File: src/rtl/adder_arbiter.sv
// rtl/adder_arbiter.sv - round-robin arbiter sharing one external adder between NREQ requesters
// Accepts one operand pair at a time, registers the sum with carry/overflow flags and returns it tagged with the requester id.
module adder_arbiter #(
  parameter int NREQ  = 4,
  parameter int WIDTH = 32,
  localparam int IDW  = (NREQ > 1) ? $clog2(NREQ) : 1
) (
  input  logic                    wb_clk_i,
  input  logic                    wb_rst_ni,
  input  logic [NREQ-1:0]         req_valid,
  output logic [NREQ-1:0]         req_ready,
  input  logic [NREQ*WIDTH-1:0]   req_a,
  input  logic [NREQ*WIDTH-1:0]   req_b,
  output logic [WIDTH-1:0]        add_a,
  output logic [WIDTH-1:0]        add_b,
  input  logic [WIDTH-1:0]        add_sum,
  output logic                    rsp_valid,
  input  logic                    rsp_ready,
  output logic [WIDTH-1:0]        rsp_data,
  output logic [IDW-1:0]          rsp_id,
  output logic                    rsp_carry,
  output logic                    rsp_ovf,
  output logic                    busy,
  output logic [15:0]             op_count
);

  typedef enum logic [1:0] {
    IDLE = 2'd0,
    CALC = 2'd1,
    RESP = 2'd2
  } state_t;

  localparam logic [IDW:0] NREQ_C = (IDW+1)'(NREQ);

  state_t         state;
  state_t         state_next;
  logic [IDW-1:0] last_grant;
  logic [IDW-1:0] cur_id;
  logic [IDW-1:0] grant_idx;
  logic           grant_any;
  logic [IDW:0]   cand;
  logic           accept;

  // Scan from farthest to nearest so the candidate closest to last_grant+1 is the one left standing.
  always_comb begin
    grant_any = 1'b0;
    grant_idx = '0;
    cand      = '0;
    for (int k = NREQ; k >= 1; k--) begin
      cand = {1'b0, last_grant} + (IDW+1)'(k);
      if (cand >= NREQ_C) begin
        cand = cand - NREQ_C;
      end
      if (req_valid[cand[IDW-1:0]]) begin
        grant_any = 1'b1;
        grant_idx = cand[IDW-1:0];
      end
    end
  end

  always_ff @(posedge wb_clk_i or negedge wb_rst_ni) begin
    if (!wb_rst_ni) begin
      state <= IDLE;
    end else begin
      state <= state_next;
    end
  end

  // req_ready is gated by reset so it reads zero while reset is held, even with requesters valid.
  always_comb begin
    state_next = state;
    req_ready  = '0;
    rsp_valid  = 1'b0;
    accept     = 1'b0;
    unique case (state)
      IDLE: begin
        if (grant_any && wb_rst_ni) begin
          req_ready[grant_idx] = 1'b1;
          accept               = 1'b1;
          state_next           = CALC;
        end
      end
      CALC: begin
        state_next = RESP;
      end
      RESP: begin
        rsp_valid = 1'b1;
        if (rsp_ready) begin
          state_next = IDLE;
        end
      end
      default: begin
        state_next = IDLE;
      end
    endcase
  end

  always_ff @(posedge wb_clk_i or negedge wb_rst_ni) begin
    if (!wb_rst_ni) begin
      add_a      <= '0;
      add_b      <= '0;
      cur_id     <= '0;
      last_grant <= IDW'(NREQ - 1);
      rsp_data   <= '0;
      rsp_id     <= '0;
      rsp_carry  <= 1'b0;
      rsp_ovf    <= 1'b0;
      busy       <= 1'b0;
      op_count   <= 16'd0;
    end else begin
      busy <= (state_next != IDLE);
      if (accept) begin
        add_a      <= req_a[grant_idx*WIDTH +: WIDTH];
        add_b      <= req_b[grant_idx*WIDTH +: WIDTH];
        cur_id     <= grant_idx;
        last_grant <= grant_idx;
      end
      if (state == CALC) begin
        rsp_data  <= add_sum;
        rsp_id    <= cur_id;
        rsp_carry <= (add_sum < add_a);
        rsp_ovf   <= (add_a[WIDTH-1] == add_b[WIDTH-1]) && (add_sum[WIDTH-1] != add_a[WIDTH-1]);
      end
      if (state == RESP && rsp_ready) begin
        op_count <= op_count + 16'd1;
      end
    end
  end

endmodule

File: config.mk
export PLATFORM = sky130hd
export DESIGN_NAME = adder_arbiter
export DESIGN_NICKNAME = d
export VERILOG_FILES = /design/src/rtl/adder_arbiter.sv
export SDC_FILE = /design/constraint.sdc
export NUM_CORES = 1
export LEC_CHECK = 0
export ABC_AREA = 1
export ABC_CLOCK_PERIOD_IN_PS = 2700
export BUFFER_PORTS_ARGS = -buffer_cell sky130_fd_sc_hd__buf_2
export CORE_AREA = 4 4 160 162
export CTS_BUF_LIST = sky130_fd_sc_hd__clkbuf_4 sky130_fd_sc_hd__clkbuf_8 sky130_fd_sc_hd__clkbuf_16
export CTS_CLUSTER_DIAMETER = 80
export DETAILED_ROUTE_END_ITERATION = 16
export DIE_AREA = 0 0 164 166
export MAX_ROUTING_LAYER = met4
export PLACE_DENSITY = 0.67
export RECOVER_POWER = 25
export SYNTH_ARGS = -nofsm -noshare
export SYNTH_HDL_FRONTEND = slang
export SYNTH_SLANG_ARGS = --single-unit
File: constraint.sdc
create_clock -name wb_clk_i -period 2.7 [get_ports wb_clk_i]
set_clock_uncertainty 0.1 [all_clocks]
set_input_delay 0 -clock wb_clk_i [delete_from_list [all_inputs] [get_ports wb_clk_i]]
set_output_delay 0 -clock wb_clk_i [all_outputs]
set_load 0.03 [all_outputs]
# Yosys cells after proc, flatten, opt, wreduce, memory -nomap -nowiden
# Cells that the tools add are included.
[totals]
out_inout_bits = 122
elab_cells = 73
input_bits = 295
register_bits = 123
[classes]
n_mux = 30
n_reduce_logical = 6
n_eq_ne = 4
add_sub_neg = 9
shifts = 2
order_cmp = 11
[op_table]
columns = ["cell", "n"]
rows = [
  ["$shiftx A128 B8 Y32", 2],
  ["$lt A32 B32 Y1", 1],
  ["$mux W2", 10],
  ["$add A16 B1 Y16 const B", 1],
  ["$lt A2 B3 Y1 const B", 5],
  ["$ge A3 B3 Y1 const B", 4],
  ["$mux W1", 12],
  ["$bmux W1 S2", 4],
  ["$mux W4", 2],
  ["$sub A2 B1 Y2 const B", 4],
  ["$add A2 B2 Y3 const B", 2],
  ["$pmux W2 S3", 1],
  ["$logic_and A1 B1 Y1", 4],
  ["$add A2 B1 Y3 const B", 1],
  ["$add A2 B3 Y3 const B", 1],
  ["$demux W1 S2", 1],
  ["$eq A2 B1 Y1 const B", 1],
  ["$eq A2 B2 Y1 const B", 1],
  ["$ge A2 B1 Y1 const B", 1],
  ["$logic_not A2 Y1", 1],
  ["$reduce_bool A2 Y1", 1],
  ["$eq A1 B1 Y1", 1],
  ["$ne A1 B1 Y1", 1],
]

# Logic depth before layout (Yosys ltp)
# Gate-level depths: netlist of run 1.
[depth]
depth_word = 15
depth_mapped = 17

# Least setup slack after synthesis of run 1
# Ideal clock, no wire load.
[synth_timing]
path_type = "register -> output"
start = "reg last_grant[0]"
end = "out req_ready[1]"
path_stages_with_launch = 13
arrival_time_ps = 2084
n_path_buf = 3
slack_ps = 516
t_required_ps = 2600
path_cell_list = "dfstp_2 buf_4 inv_4 nand2_1 nand2_1 and2_1 nor2_1 nand3_2 nand2_1 buf_4 buf_2 nand2_1 nor2_1"
[synth_between]
elab_chain_cells = 15
elab_cells_between_ends = 40
cone_classes = "add/sub: 8; order compare: 6; mux: 24; reduce/logical: 2"
[synth_lines]
columns = ["element", "line", "rtl"]
rows = [
  ["start, declared", "37", "logic [IDW-1:0] last_grant;"],
  ["start signal, assigned", "103", "last_grant <= IDW'(NREQ - 1);"],
  ["start signal, assigned", "116", "last_grant <= grant_idx;"],
  ["$add A2 B3 Y3", "50", "cand = {1'b0, last_grant} + (IDW+1)'(k);"],
  ["$ge A3 B3 Y1 or $sub A2 B1 Y2 (tied branches)", "51, 52", ""],
  ["$mux W2", "51", "if (cand >= NREQ_C) begin"],
  ["$bmux W1 S2", "54", "if (req_valid[cand[IDW-1:0]]) begin"],
  ["$mux W1 (not written as such)", "54", ""],
  ["$mux W2 (4 in series)", "54", ""],
  ["$lt A2 B3 Y1 (not written as such) or $ge A2 B1 Y1 (tied branches)", "78", "req_ready[grant_idx] = 1'b1;"],
  ["$logic_and A1 B1 Y1 (not written as such)", "78", ""],
  ["$mux W1 (not written as such)", "78", ""],
  ["$demux W1 S2", "78", ""],
  ["$mux W4 (*)", "77", "if (grant_any && wb_rst_ni) begin"],
  ["$mux W4 (*)", "75", "unique case (state)"],
  ["end, declared", "11", "output logic [NREQ-1:0] req_ready,"],
]
# Every way passes the cells marked *; elsewhere a longest branch is shown, timed or not. The select of a mux whose other input is x is not followed.

# Worst setup path after layout of run 1
# Same ends and word-level chain as after synthesis.

==> results by group, run 1 <==
Place
  – PortBufs: 416
  – DP HPWL: 23.8 mm
  – Dpl cells: 1915
  – RePlAce Congestion: 0.970
  – Post-DP Area: 10800 sq um

Timing
  – RSZ-0062 raised after global routing: yes
  – Slew Limit Fails: 0
  – Final hold slack: 0.155 ns
  – Final hold violation count: 0
  – Slew @ Worst Pin: 1.42 ns
  – Final setup fails: 0
  – FMAX: 384 MHz
  – Worst slew margin: 0.0555
  – Tmin final: 2.61 ns
  – Final period utilization: 0.966

Worst setup path
  – Worst reg2reg setup slack: 0.12 ns
  – Reg2reg end: add_a[22]
  – Critical R2R Launch: last_grant[0]
  – Startpoint types: register
  – Worst setup EP type: primary output
  – Most Frequent Cell on Critical Path: nand2_1
  – Setup CP Type: reg2out
  – CP required: 2.60 ns
  – CP top delay family: simple AND/OR/NAND/NOR gates
  – Crit path cell chain: nand2_1 > o21ai_1 > nand2_1 > nand2_1 > nand2_1 > nand2_1 > nand2_4 > nand2_4 > buf_16 > nand2_1 > nor2_1 > clkbuf_4
  – CP Buf/Inv Count: 2
  – CP max stage delay: 0.61 ns
  – Worst reg2reg path depth: 14
  – CP max FO: 18
  – Critical Path Slowest Stage Cell: dfstp_2
  – Crit path DAT: 2.51 ns

Pwr
  – Leak: 8.12 nW
  – Psw: 9.04 mW
  – VDD IR max: 0.000709 V
  – Clk pwr share: 0.138
  – Int Pwr: 8.08 mW
  – Power Density: 1180 nW/um^2
  – Flop pwr share: 0.197
  – Gate power share: 0.664
  – Sw Ratio: 0.528
  – Final Power: 17.1 mW

Detailed routing
  – Routed vias/inst: 4.94
  – Final WL: 39.9 mm
  – DRC violations left: 0
  – Drt wl/cell: 17.8 microns
  – Vias: 11116
  – Remaining antenna violation count after routing: 0
  – First-pass iteration count of the detailed router: 8
  – Initial DRC count: 1026

Floorplan
  – Chip height: 166 microns
  – IO Pins: 417
  – Die area: 27200 sq um
  – Core area: 24100 sq um
  – Die W: 164 microns
  – Site Rows: 57
  – Initial core utilization: 0.350

Synthesis
  – Sequential area share after synthesis: 0.365
  – Syn Nets: 1547
  – Top cells by area, synth: dfrtp_1 36%, nand2_1 16%, nand3_1 12%, inv_1 11%, ha_1 4.7%
  – Post-synthesis async set-or-reset flop share: 1.00
  – Cells after synthesis: 1220
  – Synthesized cell area: 8450 sq um
  – Post-synth EDFFs: 0
  – Main synth FF type: dfrtp_1
  – Synth warnings: 0
  – Number of synthesized register bits: 123
  – Post-synth top area share: 0.359
  – Mean Syn Cell Area: 6.92 sq um
  – Cell taking the most area after synthesis: dfrtp_1
  – Yosys cell types: 33

Finish
  – Non-Filler Instances: 2248
  – Most common cell after layout, fill and taps aside: buf_2
  – Fin nets: 2233
  – Fin util: 0.600
  – Layout cells sized above 1: 0.254
  – Filler Cells Inserted: 1986
  – Commonest cells after routing, fill and taps aside: 380 x buf_2, 358 x nand2_1, 291 x dlygate4sd3_1
  – Area occupied by multi-input gates: 4100 sq um
  – Register Area: 3080 sq um
  – Area growth from synthesis to layout: 71.4%
  – Design area: 14500 sq um

CTS
  – Skew-Pair Late Insertion Delay: 0.41 ns
  – Clock tree buffer depth: 2
  – H-tree depth: 4
  – CTS Buf Count: 17
  – Clk sink count: 123
  – CTS tree: done
  – Worst-path clk slew: 0.06 ns
  – CTS root buf: clkbuf_16

Min path
  – HP Class: in2reg
  – WHS Endpoint: last_grant[1]
  – Hold path depth: 7
  – Hold wc startpoint: req_valid[1]

GRT
  – Initial antenna violation count: 4
  – Gr ovfl total: 0
  – Largest net degree at the start of global routing: 67
  – Total GRT Usage: 0.293
  – Global-route wire length before repair: 60.8 mm
  – Vias in the first global route: 11446

Run status
  – Outcome: finished, final reports clean

Run
  – Max Cap Viol: 0
## how the worst max path moves through the flow
stage / cells after the start / slack (ns) / startpoint / endpoint
after global placement: 11 / 0.27 / last_grant[0] / add_a[17]
after CTS: 11 / 0.03 / last_grant[0] / req_ready[1]
after global routing: 12 / -0.05 / last_grant[0] / req_ready[0]
after detailed placement: 11 / 0.25 / last_grant[0] / add_a[17]
after floorplan: 12 / 0.52 / last_grant[0] / req_ready[1]
final: 12 / 0.09 / last_grant[0] / req_ready[1]
## per-stage QoR
| stage | setup TNS, ns | worst slack, ns |
|---|---|---|
| after floorplan | 0 | 0.516 |
| after global placement | 0 | 0.274 |
| after detailed placement | 0 | 0.247 |
| after CTS | 0 | 0.0263 |
| after global routing | -0.193 | -0.0467 |
| final | 0 | 0.0926 |
## synth_stat cells (2+ instances only)
| cell | n |
|---|---|
| xor2_1 | 13 |
| buf_2 | 29 |
| buf_4 | 9 |
| inv_1 | 249 |
| nor4_1 | 3 |
| buf_1 | 3 |
| dfstp_2 | 2 |
| ha_1 | 32 |
| nand2_2 | 2 |
| dfrtp_1 | 121 |
| nand2_1 | 360 |
| o211ai_1 | 31 |
| xnor2_1 | 3 |
| o21ai_0 | 13 |
| clkbuf_1 | 19 |
| nand4_1 | 5 |
| a21oi_1 | 20 |
| or2_1 | 30 |
| nand3_1 | 202 |
| buf_6 | 4 |
| mux2_2 | 32 |
| or2_2 | 3 |
| nor3_1 | 2 |
| inv_2 | 4 |
| nor2_1 | 21 |
## state kept, by name (all words and copies together) (netlist names), 2 cells and up
name and cells:
add_a 32, last_grant 2, add_b 32, op_count 16
cur_id 2, rsp_id 2, state 2, rsp_data 32
## cell families after synthesis
kind of cell,synth area share
adders and majority gates,0.0474
and+or+nand+nor,0.326
xor gates and xnor gates,0.0166
muxes,0.0427
buffers and inverters,0.153
DFF,0.365
AOI/OAI and AO/OA,0.0495
## worst min-delay path, cell delays in order
cell,delay (ns)
buf_2,0.10
nand2_1,0.05
nand2_1,0.08
nor2_1,0.13
a21oi_1,0.11
nand2_4,0.11
a21oi_1,0.08
## cell type report
cell class / instances / area share
Timing Repair Buffer: 731 / 0.367
Multi-Input combinational cell: 779 / 0.283
Sequential cell: 123 / 0.213
Inverter: 254 / 0.0661
Clock buffer: 18 / 0.0303
Tap cell: 324 / 0.0280
Clock inverter: 14 / 0.0112
Antenna cell: 5 / 0.000864
## power by group through the flow
stage	combinational, mW	clock (mW)	sequential [mW]
finish	11.4	2.37	3.38
global route	12.4	2.50	3.48
CTS	10.9	2.43	3.34
detailed placement	10.1	0	3.36
floorplan	5.85	0	4.76
global placement	9.95	0	3.36
## timing repair
item | CTS | global route
cloned | 2 | 1
setup buffers | 0 | 2
pin swaps | 0 | 2
setup endpoints to repair | 4 | 5
resized for setup | 4 | 14
hold buffers | 291 | 0
endpoints found under the hold margin | 228 | 0
## layer usage
layer	GRT usage	part of all wire	vias up
met2	0.464	0.47	704
li1	-	-	5160
met1	0.342	0.39	5047
met5	-	0	-
met3	0.0568	0.081	205
met4	0.175	0.064	0
(Power assumes the default switching activity.)
==> run 2: changes to the inputs <==
Settings changed: ABC_CLOCK_PERIOD_IN_PS 2700 to 2600.
Clock period 2.7 ns to 2.6 ns, I/O delays scaled along.
==> results by group, run 2 (synthesized netlist as in run 1, its figures left out) <==
Pwr
  – VDD IR max: 0.000589 V (-17%)
  – Leak: 8.25 nW (+1.5%)
  – Power Density: 1230 nW/um^2 (+4.0%)

Timing
  – Final period utilization: 0.975
  – Slew @ Worst Pin: 1.46 ns (+0.0470 ns)
  – Final hold slack: 0.0285 ns (-0.126 ns)
  – Final hold violation count: 0 (unchanged)
  – Tmin final: 2.54 ns
  – Worst slew margin: 0.0242 (-0.0313)
  – FMAX: 394 MHz
  – Final setup fails: 0 (unchanged)
  – Post-route setup slack: 0.0639 ns (-0.0287 ns)
  – Slew Limit Fails: 0 (unchanged)

CTS
  – Skew-Pair Late Insertion Delay: 0.41 ns (about the same)
  – CTS root buf: clkbuf_16
  – Clk sink count: 123 (unchanged)
  – CTS Buf Count: 17 (unchanged)
  – H-tree depth: 4 (unchanged)
  – CTS tree: done
  – Clock tree buffer depth: 2 (unchanged)
  – Worst-path clk slew: 0.06 ns (about the same)

GRT
  – Total GRT Usage: 0.283 (-0.00943)
  – Global-route wire length before repair: 59.4 mm (-2.2%)
  – Largest net degree at the start of global routing: 68 (+1.5%)
  – Initial antenna violation count: 3 (-1)
  – Gr ovfl total: 0 (unchanged)
  – Vias in the first global route: 11360 (-0.75%)

Detailed routing
  – First-pass iteration count of the detailed router: 6 (-2)
  – Vias: 11142 (+0.23%)
  – Initial DRC count: 889 (-13%)
  – Drt wl/cell: 17.7 microns (-0.48%)
  – Final WL: 39.8 mm (-0.30%)
  – Remaining antenna violation count after routing: 0 (unchanged)
  – Routed vias/inst: 4.95 (about the same)
  – DRC violations left: 0 (unchanged)

Place
  – Post-DP Area: 10900 sq um (+0.65%)
  – PortBufs: 416 (unchanged)
  – RePlAce Congestion: 0.951 (-2.0%)
  – DP HPWL: 23.8 mm (+0.21%)
  – Dpl cells: 1921 (+0.31%)
  – Place WS: 0.108 ns (-0.139 ns)

Worst setup path
  – CP max FO: 34 (+16)
  – Critical R2R Launch: last_grant[0]
  – CP startpoint: last_grant[0]
  – Crit path DAT: 2.44 ns (-0.07 ns)
  – CP required: 2.50 ns (-0.10 ns)
  – Worst setup EP type: primary output
  – Startpoint types: register
  – Setup CP Type: reg2out

Finish
  – Design area: 14600 sq um (+0.66%)
  – Layout cells sized above 1: 0.275 (+0.0206)
  – Commonest cells after routing, fill and taps aside: 410 x buf_2, 357 x nand2_1, 289 x dlygate4sd3_1
  – Fin nets: 2238 (+0.22%)
  – Non-Filler Instances: 2252 (+0.18%)
  – Top Registers: add_a (32), add_b (32), rsp_data (32)
  – Most common cell after layout, fill and taps aside: buf_2
  – Area growth from synthesis to layout: 72.5%

Floorplan
  – Site Rows: 57 (unchanged)
  – Initial core utilization: 0.350 (unchanged)
  – Core area: 24100 sq um (unchanged)
  – Die W: 164 microns (unchanged)
  – IO Pins: 417 (unchanged)
  – Die area: 27200 sq um (unchanged)
  – Chip height: 166 microns (unchanged)

Run
  – Max Cap Viol: 0 (unchanged)

Min path
  – Hold wc startpoint: req_a[80]
  – HP Class: in2reg

Run status
  – Outcome: finished, final reports clean
## run 2: cell types whose count changed in the layout (fill, tap and decap cells not counted), moves of 2 or more
| cell | before | now |
|---|---|---|
| buf_12 | 6 | 8 |
| inv_6 | 5 | 2 |
| buf_4 | 9 | 19 |
| clkbuf_16 | 18 | 20 |
| buf_2 | 380 | 410 |
| dlygate4sd3_1 | 291 | 289 |
| clkbuf_1 | 34 | 2 |
| clkinv_2 | 2 | 4 |
| bufbuf_16 | 2 | 0 |
## run 2: path summary, 6_finish.rpt
check / slack [ns] / cells after the start / to
worst min-delay path: 0.03 / 7 / add_a[16]
worst min register to register: 0.38 / 2 / add_b[20]
worst max-delay path: 0.06 / 11 / req_ready[2]
max in group asynchronous: 0.72 / 3 / add_b[1]
worst max register to register: 0.15 / 14 / add_a[13]
min in group asynchronous: 0.71 / 3 / rsp_data[0]
## run 2: through the flow
stage               setup TNS (ns)   util  total power, mW
global placement                 0  0.452             14.1
detailed placement               0  0.452             14.2
finish                           0  0.604             17.9
global route               -0.0541  0.604             19.2
floorplan                        0      -             11.0
CTS                              0  0.598             17.1
## run 2: layout make-up
type,count,area [sq um]
antenna,4,10.0
clock buffer,18,433
clock inverter,14,170
fill,2025,9540
inverter,254,968
multi-input combinational,779,4120
sequential,123,3080
tap,324,405
timing repair buffer,736,5380
## run 2: power by group
group	total (mW)	switching [mW]	internal [mW]	leakage, nW
clock network	2.46	0.935	1.52	0.298
logic	12.0	7.82	4.16	6.45
registers	3.49	0.667	2.83	1.50
total	17.9	9.42	8.51	8.25
## run 2: critical path: stages (launching register included)
cell and delay [ns]:
dfstp_2 0.60, buf_4 0.14, nand2_1 0.04, nand2_1 0.11, nand2_1 0.09, nand2_1 0.07
nand2_1 0.11, nand3_4 0.16, buf_12 0.22, nand3_1 0.17, nor2_1 0.14, buf_4 0.18
## run 2: routing by layer
| layer | wire (microns) | up-vias | global-route usage |
|---|---|---|---|
| met1 | 15300 | 5058 | 0.333 |
| met3 | 3200 | 212 | 0.0516 |
| met2 | 18600 | 715 | 0.450 |
| met5 | 0 | - | - |
| met4 | 2680 | 0 | 0.169 |
| li1 | - | 5157 | - |
## run 2: what timing repair did
action                                  4_1_cts  5_1_grt
endpoints found under the setup margin        4       24
buffers inserted                              0        3
pin swaps                                     0        4
gates resized for setup                       4       17
gates cloned                                  0        3
hold buffers                                289        0
endpoints found under the hold margin       226        0
